--- src/rtl/branch_predictor_ctrl.sv ---
// Branch predictor: direct-mapped BTB of 2-bit saturating counters with
// zero-latency fetch lookup, EX-stage update, mispredict flag and perf counters.
module branch_predictor_ctrl #(
    parameter int DATA_W  = 16,
    parameter int INDEX_W = 4,
    parameter int TAG_W   = DATA_W - INDEX_W - 2
) (
    input  logic              clk,
    input  logic              arst,
    input  logic [DATA_W-1:0] fetch_pc,
    output logic              predict_taken,
    output logic [DATA_W-1:0] predict_pc,
    input  logic              ex_valid,
    input  logic [DATA_W-1:0] ex_pc,
    input  logic              ex_taken,
    input  logic [DATA_W-1:0] ex_target,
    input  logic              ex_predicted,
    output logic              mispredict,
    output logic [15:0]       branch_count,
    output logic [15:0]       mispredict_count
);

    localparam int ENTRIES = 1 << INDEX_W;

    logic              valid_q  [ENTRIES];
    logic [TAG_W-1:0]  tag_q    [ENTRIES];
    logic [DATA_W-1:0] target_q [ENTRIES];
    logic [1:0]        ctr_q    [ENTRIES];

    logic [INDEX_W-1:0] f_idx;
    logic [INDEX_W-1:0] e_idx;
    logic [TAG_W-1:0]   f_tag;
    logic [TAG_W-1:0]   e_tag;
    logic               f_hit;
    logic               e_hit;
    logic [DATA_W-1:0]  seq_pc;
    logic               unused_pc_bits;

    assign f_idx = fetch_pc[INDEX_W+1:2];
    assign f_tag = fetch_pc[DATA_W-1:INDEX_W+2];
    assign e_idx = ex_pc[INDEX_W+1:2];
    assign e_tag = ex_pc[DATA_W-1:INDEX_W+2];

    // Low PC bits never select an entry; the fetch side still uses them in +4.
    assign unused_pc_bits = ^ex_pc[1:0];

    assign f_hit  = valid_q[f_idx] && (tag_q[f_idx] == f_tag);
    assign e_hit  = valid_q[e_idx] && (tag_q[e_idx] == e_tag);
    assign seq_pc = fetch_pc + DATA_W'(4);

    // Lookup reads the registered table, so a same-cycle update is not bypassed.
    assign predict_taken = f_hit && ctr_q[f_idx][1];
    assign predict_pc    = predict_taken ? target_q[f_idx] : seq_pc;

    assign mispredict = !arst && ex_valid && (ex_taken != ex_predicted);

    always_ff @(posedge clk or posedge arst) begin
        if (arst) begin
            for (int i = 0; i < ENTRIES; i++) begin
                valid_q[i]  <= 1'b0;
                tag_q[i]    <= '0;
                target_q[i] <= '0;
                ctr_q[i]    <= 2'b01;
            end
        end else if (ex_valid) begin
            if (e_hit) begin
                if (ex_taken) begin
                    if (ctr_q[e_idx] != 2'b11) begin
                        ctr_q[e_idx] <= ctr_q[e_idx] + 2'b01;
                    end
                    target_q[e_idx] <= ex_target;
                end else if (ctr_q[e_idx] != 2'b00) begin
                    ctr_q[e_idx] <= ctr_q[e_idx] - 2'b01;
                end
            end else if (ex_taken) begin
                // Allocate, evicting any aliased entry at this index.
                valid_q[e_idx]  <= 1'b1;
                tag_q[e_idx]    <= e_tag;
                target_q[e_idx] <= ex_target;
                ctr_q[e_idx]    <= 2'b10;
            end
        end
    end

    always_ff @(posedge clk or posedge arst) begin
        if (arst) begin
            branch_count     <= '0;
            mispredict_count <= '0;
        end else begin
            if (ex_valid) begin
                branch_count <= branch_count + 16'd1;
            end
            if (mispredict) begin
                mispredict_count <= mispredict_count + 16'd1;
            end
        end
    end

endmodule

--- config.mk ---
export PLATFORM = sky130hd
export DESIGN_NAME = branch_predictor_ctrl
export DESIGN_NICKNAME = d
export VERILOG_FILES = /design/src/rtl/branch_predictor_ctrl.sv
export SDC_FILE = /design/constraint.sdc
export NUM_CORES = 1
export LEC_CHECK = 0
export ABC_AREA = 1
export BUFFER_PORTS_ARGS = -buffer_cell sky130_fd_sc_hd__buf_4
export CAP_MARGIN = 15
export CORE_MARGIN = 3
export CORE_UTILIZATION = 30
export CTS_BUF_LIST = sky130_fd_sc_hd__clkbuf_8
export DETAILED_ROUTE_END_ITERATION = 7
export MAX_ROUTING_LAYER = met4
export SETUP_SLACK_MARGIN = 0.15
export SLEW_MARGIN = 20
export SYNTH_ARGS = -nofsm -noshare
export SYNTH_HDL_FRONTEND = slang
export SYNTH_SLANG_ARGS = --single-unit
export TNS_END_PERCENT = 20
--- constraint.sdc ---
create_clock -name clk -period 45.7 [get_ports clk]
set_input_delay 4.57 -clock clk [delete_from_list [all_inputs] [get_ports clk]]
set_output_delay 4.57 -clock clk [all_outputs]
set_load 0.1 [all_outputs]
# Yosys cells after proc, flatten, opt, wreduce, memory -nomap -nowiden
# Cells that the tools add are included.
# Widths: inputs -> output; s select.
# classes
muxes	39
n_div	0
eq_ne	5
shift	0
n_addsub	5
reduce_logical	13
multipliers	0
bitwise_logic	7
n_lt_le_gt_ge	3
# op_table
cell	n
$bwmux 256	1
$bwmux 160	1
$mux 32	5
$bmux 10 s4	2
$bmux 16 s4	1
$bwmux 32	2
$demux 16 s4	1
$mux 16	4
$mux 10	5
$demux 10 s4	1
$add 16x1->16 const B	2
$or 16x16->16	2
$eq 10x10->1	2
$add 16x3->16 const B	1
$and 16x16->16	1
$bmux 2 s4	2
$not 16->16	1
$ge 5x5->1 const B	2
$mux 2	5
$not 4->5	2
$bmux 1 s4	2
$demux 2 s4	1
$logic_and 1x1->1	6
$reduce_bool 2->1	3
13 further kinds	17
# totals
n_memories	0
ramBits	0
out_inout_bits	50
elab_cells	138
input_bits	53
mem_bits_ro	0
reg_bits	496
latch_bits	0

# Depth between registers and ports, before layout
# depth
depth_word	9
ltp_mapped	22

# Least setup slack after synthesis
# OpenSTA, ideal clock, no wires.
# synth_timing
path_type	input port to output port
start	input fetch_pc[3]
end	output predict_pc[10]
path_buffers	3
slack_ns	32.853
arrival_time_ns	8.277
path_stages	14
cell_sequence	buf_2 -> inv_1 -> clkbuf_1 -> o21ai_0 -> o221ai_1 -> o211ai_1 -> nand3_1 -> inv_1 -> nor2_1 -> nand2_1 -> nor2_1 -> nand2_1 -> clkbuf_1 -> o21ai_0
# synth_via
elab_chain_cells	8
elab_cells_between_ends	18
cone_classes	1 x add/sub; 1 x eq/ne; 13 x mux; 1 x bitwise; 2 x reduce/logical
# synth_rtl
item	line	rtl
start: declaration	10	input logic [DATA_W-1:0] fetch_pc,
$not 4->5 (not written as such)	47, 52, 53	
$bmux 10 s4	47	assign f_hit = valid_q[f_idx] && (tag_q[f_idx] == f_tag);
$mux 10 (not written as such) (2 in series)	47	
$eq 10x10->1	47	
$logic_and 1x1->1	47	
$logic_and 1x1->1	52	assign predict_taken = f_hit && ctr_q[f_idx][1];
$mux 16 (*)	53	assign predict_pc = predict_taken ? target_q[f_idx] : seq_pc;
end: declaration	12	output logic [DATA_W-1:0] predict_pc,
# Mark *: on every way between the ends. The rest lies on a longest branch, timed or not. The select of a mux whose other input is x is not followed.

# Worst setup path after layout
# layout_timing
start	input fetch_pc[2]
end	output predict_pc[13]
# Same word-level chain as after synthesis.

==> out/qor.tcl <==
set qor(run_status) {completed}
set qor(fin_crit_ns) 14.04
set qor(startpoint) {fetch_pc[2]}
set qor(detail-route-antenna-nets) 0
set qor(floorplan.io_pins) 103
set qor(port_buffers) 100
set qor(async_reset_ff_share_pct) 100
set qor(critPathKind) {in2out}
set qor(worstMarginPinSlew_ns) 1.14
set qor(vdd.ir_drop.worst_mv) 0.0284
set qor(critical_path.startpoint_type) {input port}
set qor(h-tree-depth) 3
set qor(post_cts_buffers) 0
set qor(synthTopCellsByArea) {sky130_fd_sc_hd__dfrtp_1 (47%), sky130_fd_sc_hd__nand2_1 (16%), sky130_fd_sc_hd__o21ai_0 (12%), sky130_fd_sc_hd__nor2_1 (3.8%), sky130_fd_sc_hd__nand3_1 (2.8%)}
set qor(share_of_final_layout_standard_cells_stronger_than_drive_strength_1_pct) 8.79
set qor(worst_setup_skew_after_layout_ns) 0.0337
set qor(utilization_pct) 34.1
set qor(netlist_top_cells_count) {sky130_fd_sc_hd__nand2_1 (1095), sky130_fd_sc_hd__o21ai_0 (633), sky130_fd_sc_hd__dfrtp_1 (480)}
set qor(final_design_area_no_fill_mm2) 0.0286
set qor(synth_most_common_cell) {sky130_fd_sc_hd__nand2_1}
set qor(tritoncts) {built}
set qor(r2r_depth) 15
set qor(drt-wirelength-per-cell_um) 18.1
set qor(synth-seq-area-share_pct) 48.9
set qor(leakagePower_nw) 13.7
set qor(holdWs_ns) 0.462
set qor(final_max_slew_viol_count) 0
set qor(grt_antenna_before_repair) 4
set qor(synthFlopType) {sky130_fd_sc_hd__dfrtp_1}
set qor(yosys.area.top_type) {sky130_fd_sc_hd__dfrtp_1}
set qor(grt_first_pass_wirelength_um) 129000
set qor(max_clock_freq_mhz) 71.2
set qor(cp.required_ns) 41.13
set qor(worstPathCellList) {buf_6 > inv_6 > buf_4 > o21ai_0 > o211ai_1 > nand3_1 > nand3_1 > nand2_1 > nor3_1 > nand2_1 > o21ai_0 > buf_4}
set qor(slew_headroom_pct) 23.8
set qor(cts_sinks) 496
set qor(r2r_setup_slack_ns) 42.45
set qor(rr_startpoint) {tag_q[142]}
set qor(multi_input_comb_area_mm2) 0.0112
set qor(postSynthAreaPerCell_um2) 7.52
set qor(number_of_enable_flip_flop_cells_after_synthesis) 0
set qor(syn2layout_area_growth_pct) 12.4
set qor(syn-cell-area_mm2) 0.0254
set qor(ctsHoldBuffers) 0
set qor(routed_wl_um) 82600
set qor(synth-warning-count) 0
set qor(dr.pass1.iters) 6
set qor(regArea_mm2) 0.0124
set qor(worst-endpoint-arrival_ns) 9.47
set qor(finalNetCount) 3430
set qor(report.power.total_w) 0.00124
set qor(clock_insertion_delay_worst_skew_ns) 0.70
set qor(grt_overflow_total) 0
set qor(fp.dieArea_mm2) 0.0883
set qor(starting_density_pct) 30.3
set qor(min_path_type) {reg2reg}
set qor(mappedNetlistNets) 3439
set qor(grt_util_all_layers_pct) 19.0
set qor(cap_viol_max_count) 0
set qor(maximum_number_of_pins_on_one_net_before_global_route_repair) 132
set qor(holdCritStartpoint) {ctr_q[6]}
set qor(die_x_um) 297
set qor(avgViaCountPerCell) 5.03
set qor(final-hold-violation-count) 0
set qor(clk_pin_slew_ns) 0.05
set qor(final.fill_count) 9034
set qor(cellPowerDensity_mw_per_mm2) 43.4
set qor(worstSetupEndpointType) {output pin}
set qor(synthesis.instances) 3381
set qor(cts_made_buffers) 87
set qor(placedInstanceArea_mm2) 0.0269
set qor(worstPathMaxFanout) 131
set qor(drt-initial-drc-count) 2386
set qor(critical_path.slowest_cell) {sky130_fd_sc_hd__buf_4}
set qor(fp.dieH_um) 297
set qor(post_cts.resized_instances) 0
set qor(drt_drc_violations_left) 0
set qor(ys_types) 45
set qor(grt_pass1_vias) 21700
set qor(worst_path_largest_cell_delay_ns) 0.90
set qor(synth_top_area_share_pct) 47.2
set qor(finalSetupViolCount) 0
set qor(timing.hold.worst_path_depth) 2
set qor(hpwlAfterDp_um) 48600
set qor(vias) 23000
set qor(clock-root-buffer) {sky130_fd_sc_hd__clkbuf_8}
set qor(number_of_synthesized_register_bits) 496
set qor(finalCritPeriodShare_pct) 30.7
set qor(grt_setup_unrepaired) {false}
set qor(cts.path.max_buffers) 3
set qor(place_congestion) 0.898
set qor(area_inside_the_core_boundary_mm2) 0.0838
set qor(tns_ns) 0
set qor(fp-row-count) 106
## logic make-up (layout without fill, tap and decap cells)
group	after synthesis	after routing	share of synthesized area, %
simple gates	1545	1545	24.2
compound gates	870	870	18.3
flops	496	496	48.9
buf+inv	425	481	6.96
xor+xnor	40	40	1.38
fa+ha+maj	5	5	0.246
other cells	0	4	0
## final timing paths
| kind | endpoint |
|---|---|
| setup / recovery | predict_pc[13] |
| hold / removal | ctr_q[6] |
| setup reg to reg | tag_q[23] |
| hold reg to reg | ctr_q[6] |
| max in group asynchronous | target_q[31] |
| min in group asynchronous | branch_count[2] |
## metal layers
layer | up-vias | share of wire (%) | global-route usage, %
met5 | - | 0 | -
met4 | 0 | 2.0 | 4.32
met3 | 141 | 9.2 | 5.00
met2 | 885 | 43 | 27.7
met1 | 10900 | 46 | 26.4
li1 | 11100 | - | -
## critical path, delay by kind of cell
kind            cells  cell delay, ns
buf+inv             4            2.37
simple gates        5            1.36
compound gates      3            1.04
## cells in the final DEF, fill, tap and decap left out, types with 32 or more instances in the layout
master and n:
sky130_fd_sc_hd__inv_1 213, sky130_fd_sc_hd__o21ai_1 35, sky130_fd_sc_hd__nand2_1 1095, sky130_fd_sc_hd__buf_4 136
sky130_fd_sc_hd__a21oi_1 85, sky130_fd_sc_hd__o22ai_1 32, sky130_fd_sc_hd__dfrtp_1 480, sky130_fd_sc_hd__nand3_1 143
sky130_fd_sc_hd__o21ai_0 633, sky130_fd_sc_hd__clkbuf_8 107, sky130_fd_sc_hd__nor2_1 253
## final cells by class
| type | count | area share (%) |
|---|---|---|
| clock buffer | 107 | 5.15 |
| timing repair buffer | 138 | 3.65 |
| sequential | 496 | 43.5 |
| clock inverter | 47 | 0.836 |
| inverter | 189 | 2.53 |
| multi-input combinational | 2460 | 39.3 |
| antenna | 4 | 0.0350 |
| tap | 1134 | 4.96 |
## metrics by stage
step	cells	setup slack, ns
floorplan	3381	27.31
global placement	4417	31.68
detailed placement	4417	31.69
CTS	4571	31.68
global route	4575	31.20
finish	4575	31.66
## flip-flops by register name (all words and copies together), names as in the netlist
signal,cells
branch_count,16
ctr_q,32
mispredict_count,16
tag_q,160
target_q,256
valid_q,16
## power breakdown
part,internal [W],switching (W),total [W]
sequential,0.000521,0.0000497,0.000570
combinational,0.0000824,0.000177,0.000260
clock,0.000217,0.000192,0.000409
total,0.000820,0.000419,0.00124
(Power assumes the default switching activity.)
